==> config.mk <==
export PLATFORM = sky130hd
export DESIGN_NAME = gato_line_eval
export DESIGN_NICKNAME = d
export VERILOG_FILES = /design/src/rtl/gato_pkg.sv /design/src/rtl/gato_line_eval.sv
export SDC_FILE = /design/constraint.sdc
export NUM_CORES = 1
export LEC_CHECK = 0
export ABC_AREA = 1
export BUFFER_PORTS_ARGS = -buffer_cell sky130_fd_sc_hd__clkbuf_2
export CAP_MARGIN = 20
export CORE_UTILIZATION = 60
export DETAILED_ROUTE_END_ITERATION = 8
export PLACE_DENSITY = 0.87
export SYNTH_ARGS = -nofsm -noshare
export SYNTH_HDL_FRONTEND = slang
export SYNTH_SLANG_ARGS = --single-unit
==> constraint.sdc <==
create_clock -name vclk -period 5.3
set_input_delay 0.795 -clock vclk [all_inputs]
set_output_delay 0.795 -clock vclk [all_outputs]
set_load 0.02 [all_outputs]
==> src/rtl/gato_pkg.sv <==
// Shared definitions for the tic-tac-toe board checker: cell codes,
// controller states, the winning-line table and small lookup helpers.
package gato_pkg;

    localparam int CELLS      = 9;
    localparam int SCAN_LINES = 8;

    // Two-bit cell codes as they appear on the board bus.
    localparam logic [1:0] CELL_EMPTY = 2'b00;
    localparam logic [1:0] CELL_P1    = 2'b01;
    localparam logic [1:0] CELL_P2    = 2'b10;
    localparam logic [1:0] CELL_BAD   = 2'b11;

    localparam logic [3:0] MOVE_CNT_MAX = 4'd9;
    localparam logic [2:0] LAST_LINE    = 3'd7;

    typedef enum logic [1:0] {
        ST_IDLE   = 2'b00,
        ST_WRITE  = 2'b01,
        ST_SCAN   = 2'b10,
        ST_REPORT = 2'b11
    } state_e;

    // Each entry packs three cell indices {a, b, c}; a sits in [11:8].
    // Scan order: three rows, three columns, then the two diagonals.
    localparam logic [11:0] LINE_TABLE [0:SCAN_LINES-1] = '{
        {4'd0, 4'd1, 4'd2},
        {4'd3, 4'd4, 4'd5},
        {4'd6, 4'd7, 4'd8},
        {4'd0, 4'd3, 4'd6},
        {4'd1, 4'd4, 4'd7},
        {4'd2, 4'd5, 4'd8},
        {4'd0, 4'd4, 4'd8},
        {4'd2, 4'd4, 4'd6}
    };

    // Read one cell; indices past the board read as the unused code so
    // they can never look empty.
    function automatic logic [1:0] cell_at(input logic [17:0] board,
                                           input logic [3:0]  pos);
        logic [1:0] code;
        case (pos)
            4'd0:    code = board[1:0];
            4'd1:    code = board[3:2];
            4'd2:    code = board[5:4];
            4'd3:    code = board[7:6];
            4'd4:    code = board[9:8];
            4'd5:    code = board[11:10];
            4'd6:    code = board[13:12];
            4'd7:    code = board[15:14];
            4'd8:    code = board[17:16];
            default: code = CELL_BAD;
        endcase
        return code;
    endfunction

    // Code of the other player; anything else maps to the unused code,
    // which never appears on the board and so never matches a line.
    function automatic logic [1:0] opponent_of(input logic [1:0] owner);
        logic [1:0] opp;
        case (owner)
            CELL_P1: opp = CELL_P2;
            CELL_P2: opp = CELL_P1;
            default: opp = CELL_BAD;
        endcase
        return opp;
    endfunction

    // Move counter step, saturating at a full board.
    function automatic logic [3:0] move_cnt_next(input logic [3:0] cnt);
        logic [3:0] nxt;
        if (cnt >= MOVE_CNT_MAX) begin
            nxt = MOVE_CNT_MAX;
        end else begin
            nxt = cnt + 4'd1;
        end
        return nxt;
    endfunction

endpackage

==> src/rtl/gato_line_eval.sv <==
// Evaluates one winning line of the board: whether all three cells belong
// to the moving player, and whether all three belong to the opponent.
module gato_line_eval
    import gato_pkg::*;
(
    input  logic [17:0] board_i,
    input  logic [2:0]  line_idx_i,
    input  logic [1:0]  owner_i,
    output logic        own_hit_o,
    output logic        opp_hit_o
);

    logic [11:0] line_s;
    logic [1:0]  cell_a_s;
    logic [1:0]  cell_b_s;
    logic [1:0]  cell_c_s;
    logic [1:0]  opp_code_s;

    // Look up the three cells of the selected line and compare them.
    always_comb begin
        line_s     = LINE_TABLE[line_idx_i];
        cell_a_s   = cell_at(board_i, line_s[11:8]);
        cell_b_s   = cell_at(board_i, line_s[7:4]);
        cell_c_s   = cell_at(board_i, line_s[3:0]);
        opp_code_s = opponent_of(owner_i);
        own_hit_o  = (cell_a_s == owner_i) && (cell_b_s == owner_i) &&
                     (cell_c_s == owner_i);
        opp_hit_o  = (cell_a_s == opp_code_s) && (cell_b_s == opp_code_s) &&
                     (cell_c_s == opp_code_s);
    end

endmodule

==> results of run 1 <==
## metal layers
| layer | share of wire | track usage |
|---|---|---|
| met3 | 0.10 | 0.0317 |
| met1 | 0.45 | 0.465 |
| met4 | 0 | 0 |
| met5 | 0 | 0 |
| met2 | 0.45 | 0.543 |
## cell usage in the layout (no fill, tap or decap), types with 5 or more instances in the layout
cell type / synthesis / layout
nand2_2: 5 / 5
ha_1: 5 / 5
clkbuf_2: 0 / 25
inv_1: 16 / 16
inv_2: 6 / 6
nor2_2: 10 / 10
a21oi_1: 7 / 7
nand4_1: 18 / 18
nand2_4: 6 / 6
nor2_1: 24 / 24
nand2_1: 73 / 73
nand3_1: 30 / 30
## path summary, 6_finish.rpt
path	to	depth (start not counted)	slack, ns
setup / recovery	opp_hit_o	16	1.75
hold / removal	own_hit_o	6	2.06
## report_power, final
part / switching [mW] / internal, mW
clock network: 0 / 0
logic: 0.0871 / 0.0441
registers: 0 / 0
## worst max-delay path: cells and delay by family
family,cells,cell delay (ns)
adders and majority gates,1,0.47
buffers and inverters,5,0.56
and+or+nand+nor,10,0.94
## kinds of logic after synthesis
group                      count (synthesis)  share of synthesized area
buffers and inverters                     26                      0.110
and+or+nand+nor                          177                      0.783
adders and majority gates                  5                     0.0543
AOI/OAI and AO/OA                         10                     0.0532
## cell type report
type,count,share of cell area
multi-input combinational,192,0.801
tap,25,0.0244
inverter,23,0.0771
timing repair buffer,25,0.0977
## per-stage QoR
stage | cell area, um^2 | hold slack [ns]
after global placement | 1280 | 2.05
after CTS | 1280 | 2.05
after floorplan | 1150 | 1.80
final | 1280 | 2.06
after global routing | 1280 | 2.09
after detailed placement | 1280 | 2.05
==> impl_metrics.env, run 1 <==
export IMPL_power_total_mw=0.131
export IMPL_die_area_mm2=0.00210
export IMPL_die_y_um=45.8
export IMPL_cellPowerDensity_mw_per_mm2=102
export IMPL_antenna_found_initial=0
export IMPL_synth_net_count=246
export IMPL_synthTopCellsByArea="nand2_1, nand3_1, nand4_1"
export IMPL_slowest_delay_ns=0.47
export IMPL_critPathLaunch="line_idx_i[1]"
export IMPL_setup_ws_ns=1.75
export IMPL_worstMarginPinSlew_ns=0.343
export IMPL_seq_cells=0
export IMPL_routed_wl_mm=3.16
export IMPL_postCtsHoldBufs=0
export IMPL_io_buffers=25
export IMPL_p_leak_nw=0.787
export IMPL_io_pins=25
export IMPL_num_vias=1451
export IMPL_yosysTopAreaCellShare=0.238
export IMPL_die_w_um=45.8
export IMPL_grt_pass1_wl_mm=5.01
export IMPL_min_period_ns=3.55
export IMPL_critPathLaunchType="input pin"
export IMPL_rsz0062_at_grt="false"
export IMPL_pre_cts_slack_ns=1.78
export IMPL_nNetsFinal=270
export IMPL_dpl_cell_count=265
export IMPL_final_util=0.726
export IMPL_hp_start="owner_i[0]"
export IMPL_yosys_warnings=0
export IMPL_synthTopCellsByCount="nand2_1, nand3_1, nor2_1"
export IMPL_gp_congestion=0.954
export IMPL_max_freq_mhz=282
export IMPL_n_antenna_cell=0
export IMPL_avgSynthCellArea_um2=5.29
export IMPL_arrival_ns=2.76
export IMPL_drc=0
export IMPL_setup_viol=0
export IMPL_status="finished, final reports clean"
export IMPL_initial_core_util=0.653
export IMPL_criticalPathCategory="in2out"
export IMPL_multi_input_area_mm2=0.00103
export IMPL_finalHoldViolCount=0
export IMPL_ant_nets=0
export IMPL_cts_setup_buffers=0
export IMPL_ctsResizeCount=0
export IMPL_synth_top_area_cell="nand2_1"
export IMPL_endpoint_kind="output port"
export IMPL_post_route_period_util=0.670
export IMPL_drive_gt1_frac=0.250
export IMPL_setup_tns_ns=0
export IMPL_num_clock_buffers=0
export IMPL_hold_path_class="in2out"
export IMPL_first_pass_iters=4
export IMPL_synthCells=218
export IMPL_synth_cell_types=25
export IMPL_crit_chain="clkbuf_2, inv_1, ha_1, inv_2, nand2_4, nand2_4, nand3_1, nand3_1, nor2_2, nand2_1, nor2_1, nand3_1, nand2_1, nand2_1, inv_1, clkbuf_2"
export IMPL_rows=15
export IMPL_viasPerCell=5.48
export IMPL_slew_headroom=0.771
export IMPL_yosysSeqAreaShare=0
export IMPL_grt_pass1_vias=1178
export IMPL_worst_path_max_delay_cell="ha_1"
export IMPL_slew_violations=0
export IMPL_yosysMostFrequentCell="nand2_1"
export IMPL_grt_usage=0.322
export IMPL_grt_ovfl_total=0
export IMPL_max_cap_violations=0
export IMPL_syn2layout_area_growth_pct=11.2
export IMPL_wl_per_cell_um=11.9
export IMPL_dp_hpwl_mm=2.73
export IMPL_grt_max_degree=13
export IMPL_finalNonFillerCells=265
export IMPL_n_fill_cell=178
export IMPL_ir_drop_mv=0.0627
export IMPL_drt_iter0_markers=81
export IMPL_syn_area_mm2=0.00115
export IMPL_path_max_fanout=9
export IMPL_required_ns=4.51
export IMPL_register_area_um2=0
export IMPL_core_mm2=0.00176
No activity file was read; power rests on OpenSTA's default activity.
==> inputs of run 2 (changes only) <==
--- a/config.mk
+++ b/config.mk
@@ -5,12 +5,12 @@
 export SDC_FILE = /design/constraint.sdc
 export NUM_CORES = 1
 export LEC_CHECK = 0
-export ABC_AREA = 1
+export ABC_AREA = 0
 export BUFFER_PORTS_ARGS = -buffer_cell sky130_fd_sc_hd__clkbuf_2
 export CAP_MARGIN = 20
-export CORE_UTILIZATION = 60
+export CORE_UTILIZATION = 56
 export DETAILED_ROUTE_END_ITERATION = 8
-export PLACE_DENSITY = 0.87
+export PLACE_DENSITY = 0.85
 export SYNTH_ARGS = -nofsm -noshare
 export SYNTH_HDL_FRONTEND = slang
 export SYNTH_SLANG_ARGS = --single-unit
==> constraint.sdc (replaced) <==
create_clock -name vclk -period 3.6
set_input_delay 0.54 -clock vclk [all_inputs]
set_output_delay 0.54 -clock vclk [all_outputs]
set_load 0.02 [all_outputs]
==> impl_metrics.env, run 2 <==
export IMPL_status="finished, final reports clean"
export IMPL_slew_headroom=0.705
export IMPL_syn2layout_area_growth_pct=23.1
export IMPL_multi_input_area_um2=818
export IMPL_drive_gt1_frac=0.316
export IMPL_cts_setup_buffers=0
export IMPL_criticalPathCategory="in2out"
export IMPL_die_area_mm2=0.00170
export IMPL_synthTopCellsByCount="a211oi_1, nand2_1, nor2_1"
export IMPL_ctsResizeCount=0
export IMPL_io_buffers=25
export IMPL_antenna_found_initial=0
export IMPL_hp_start="owner_i[1]"
export IMPL_rsz0062_at_grt="false"
export IMPL_p_leak_nw=0.457
export IMPL_pre_cts_slack_ns=0.0887
export IMPL_min_period_ns=3.51
export IMPL_ir_drop_mv=0.108
export IMPL_worst_path_max_delay_cell="or4_1"
export IMPL_synthCells=125
export IMPL_n_antenna_cell=0
export IMPL_core_mm2=0.00137
export IMPL_seq_cells=0
export IMPL_cellPowerDensity_mw_per_mm2=141
export IMPL_setup_viol=0
export IMPL_endpoint_kind="output port"
export IMPL_die_y_um=41.2
export IMPL_io_pins=25
export IMPL_dp_hpwl_mm=2.08
export IMPL_n_fill_cell=114
export IMPL_setup_ws_ns=0.0894
export IMPL_hold_path_end="own_hit_o"
export IMPL_critPathLaunchType="input pin"
export IMPL_register_area_um2=0
export IMPL_wl_per_cell_um=15.9
export IMPL_ant_nets=0
export IMPL_worstMarginPinSlew_ns=0.439
export IMPL_yosysSeqAreaShare=0
export IMPL_arrival_ns=2.97
export IMPL_num_clock_buffers=0
export IMPL_grt_max_degree=18
export IMPL_first_pass_iters=5
export IMPL_drt_iter0_markers=66
export IMPL_slew_violations=0
export IMPL_synth_cell_types=42
export IMPL_synth_top_area_cell="mux2i_1"
export IMPL_finalHoldViolCount=0
export IMPL_final_cell_mix="clkbuf_2, nor2_1, nand2_1, a211oi_1, buf_4"
export IMPL_setup_tns_ns=0
export IMPL_grt_usage=0.342
export IMPL_min_path_cells=4
export IMPL_yosysTopAreaCellShare=0.105
export IMPL_mostFrequentLayoutCell="clkbuf_2"
export IMPL_post_route_period_util=0.975
export IMPL_grt_pass1_wl_mm=3.93
export IMPL_routed_wl_mm=2.65
export IMPL_yosys_warnings=0
export IMPL_initial_core_util=0.630
export IMPL_rows=13
export IMPL_gp_congestion=0.955
export IMPL_synthTopCellsByArea="mux2i_1, a211oi_1, ha_1"
export IMPL_hold_path_class="in2out"
export IMPL_grt_pass1_vias=872
export IMPL_max_cap_violations=0
export IMPL_grt_ovfl_total=0
export IMPL_path_max_fanout=16
export IMPL_nNetsFinal=182
export IMPL_cpMostUsedCell="clkbuf_2"
export IMPL_viasPerCell=6.77
export IMPL_max_freq_mhz=285
export IMPL_slowest_delay_ns=0.50
export IMPL_synth_net_count=153
export IMPL_avgSynthCellArea_um2=6.89
export IMPL_syn_area_um2=861
export IMPL_drc=0
export IMPL_required_ns=3.06
export IMPL_num_vias=1131
export IMPL_crit_chain="clkbuf_2, inv_1, ha_1, buf_4, or4_1, nor2_1, nor4_1, or3_1, mux2_2, a211oi_1, clkbuf_2"
export IMPL_die_w_um=41.2
export IMPL_postCtsHoldBufs=0
## run 2: cell count changes after synthesis, moves of 11 or more
cell / before / now
inv_1: 16 / 5
nor2_1: 24 / 10
nand2_1: 73 / 10
nand3_1: 30 / 4
nand4_1: 18 / 1
## run 2: cell type report
class	count	share of cell area
timing repair buffer	35	0.189
tap	15	0.0177
inverter	6	0.0213
multi-input combinational	111	0.772
## run 2: worst max-delay path by stage
stage | start | depth (start not counted) | end | slack (ns)
final | line_idx_i[1] | 11 | own_hit_o | 0.09
after global routing | line_idx_i[0] | 12 | opp_hit_o | 0.01
after floorplan | line_idx_i[0] | 10 | own_hit_o | 0.005
after CTS | line_idx_i[0] | 12 | opp_hit_o | 0.07
after global placement | line_idx_i[0] | 12 | own_hit_o | 0.14
after detailed placement | line_idx_i[0] | 12 | opp_hit_o | 0.09
## run 2: cell families after synthesis
logic type,count (synthesis),share of synthesized area
adder cells (fa/ha/maj),5,0.0727
buffers and inverters,14,0.0843
AO/OA/AOI/OAI,42,0.339
AND/OR/NAND/NOR,49,0.318
multiplexers,15,0.186
## run 2: metrics by stage
stage	utilization	cell area (um^2)	std cells	total power, mW	hold WS, ns
finish	0.776	1060	167	0.149	1.50
global route	0.776	1060	167	0.161	1.53
CTS	0.754	1030	167	0.141	1.49
detailed placement	0.754	1030	167	0.140	1.49
global placement	0.754	1030	167	0.136	1.46
floorplan	-	861	125	0.0948	1.30
## run 2: critical path: cells and delay by family
family | cells | cell delay [ns]
AOI/OAI and AO/OA | 1 | 0.20
muxes | 1 | 0.27
and+or+nand+nor | 4 | 1.09
buffers and inverters | 4 | 0.58
adders and majority gates | 1 | 0.29
## run 2: per-layer routing
metal / track usage / up-vias / routed length (um)
met5: 0 / - / 0
met2: 0.582 / 87 / 1220
met1: 0.459 / 500 / 1100
li1: - / 538 / -
met4: 0.0887 / 0 / 50
met3: 0.0217 / 6 / 285
## run 2: power breakdown
| part | internal, mW | switching, mW |
|---|---|---|
| Clock | 0 | 0 |
| Sequential | 0 | 0 |
| Combinational | 0.0647 | 0.0844 |
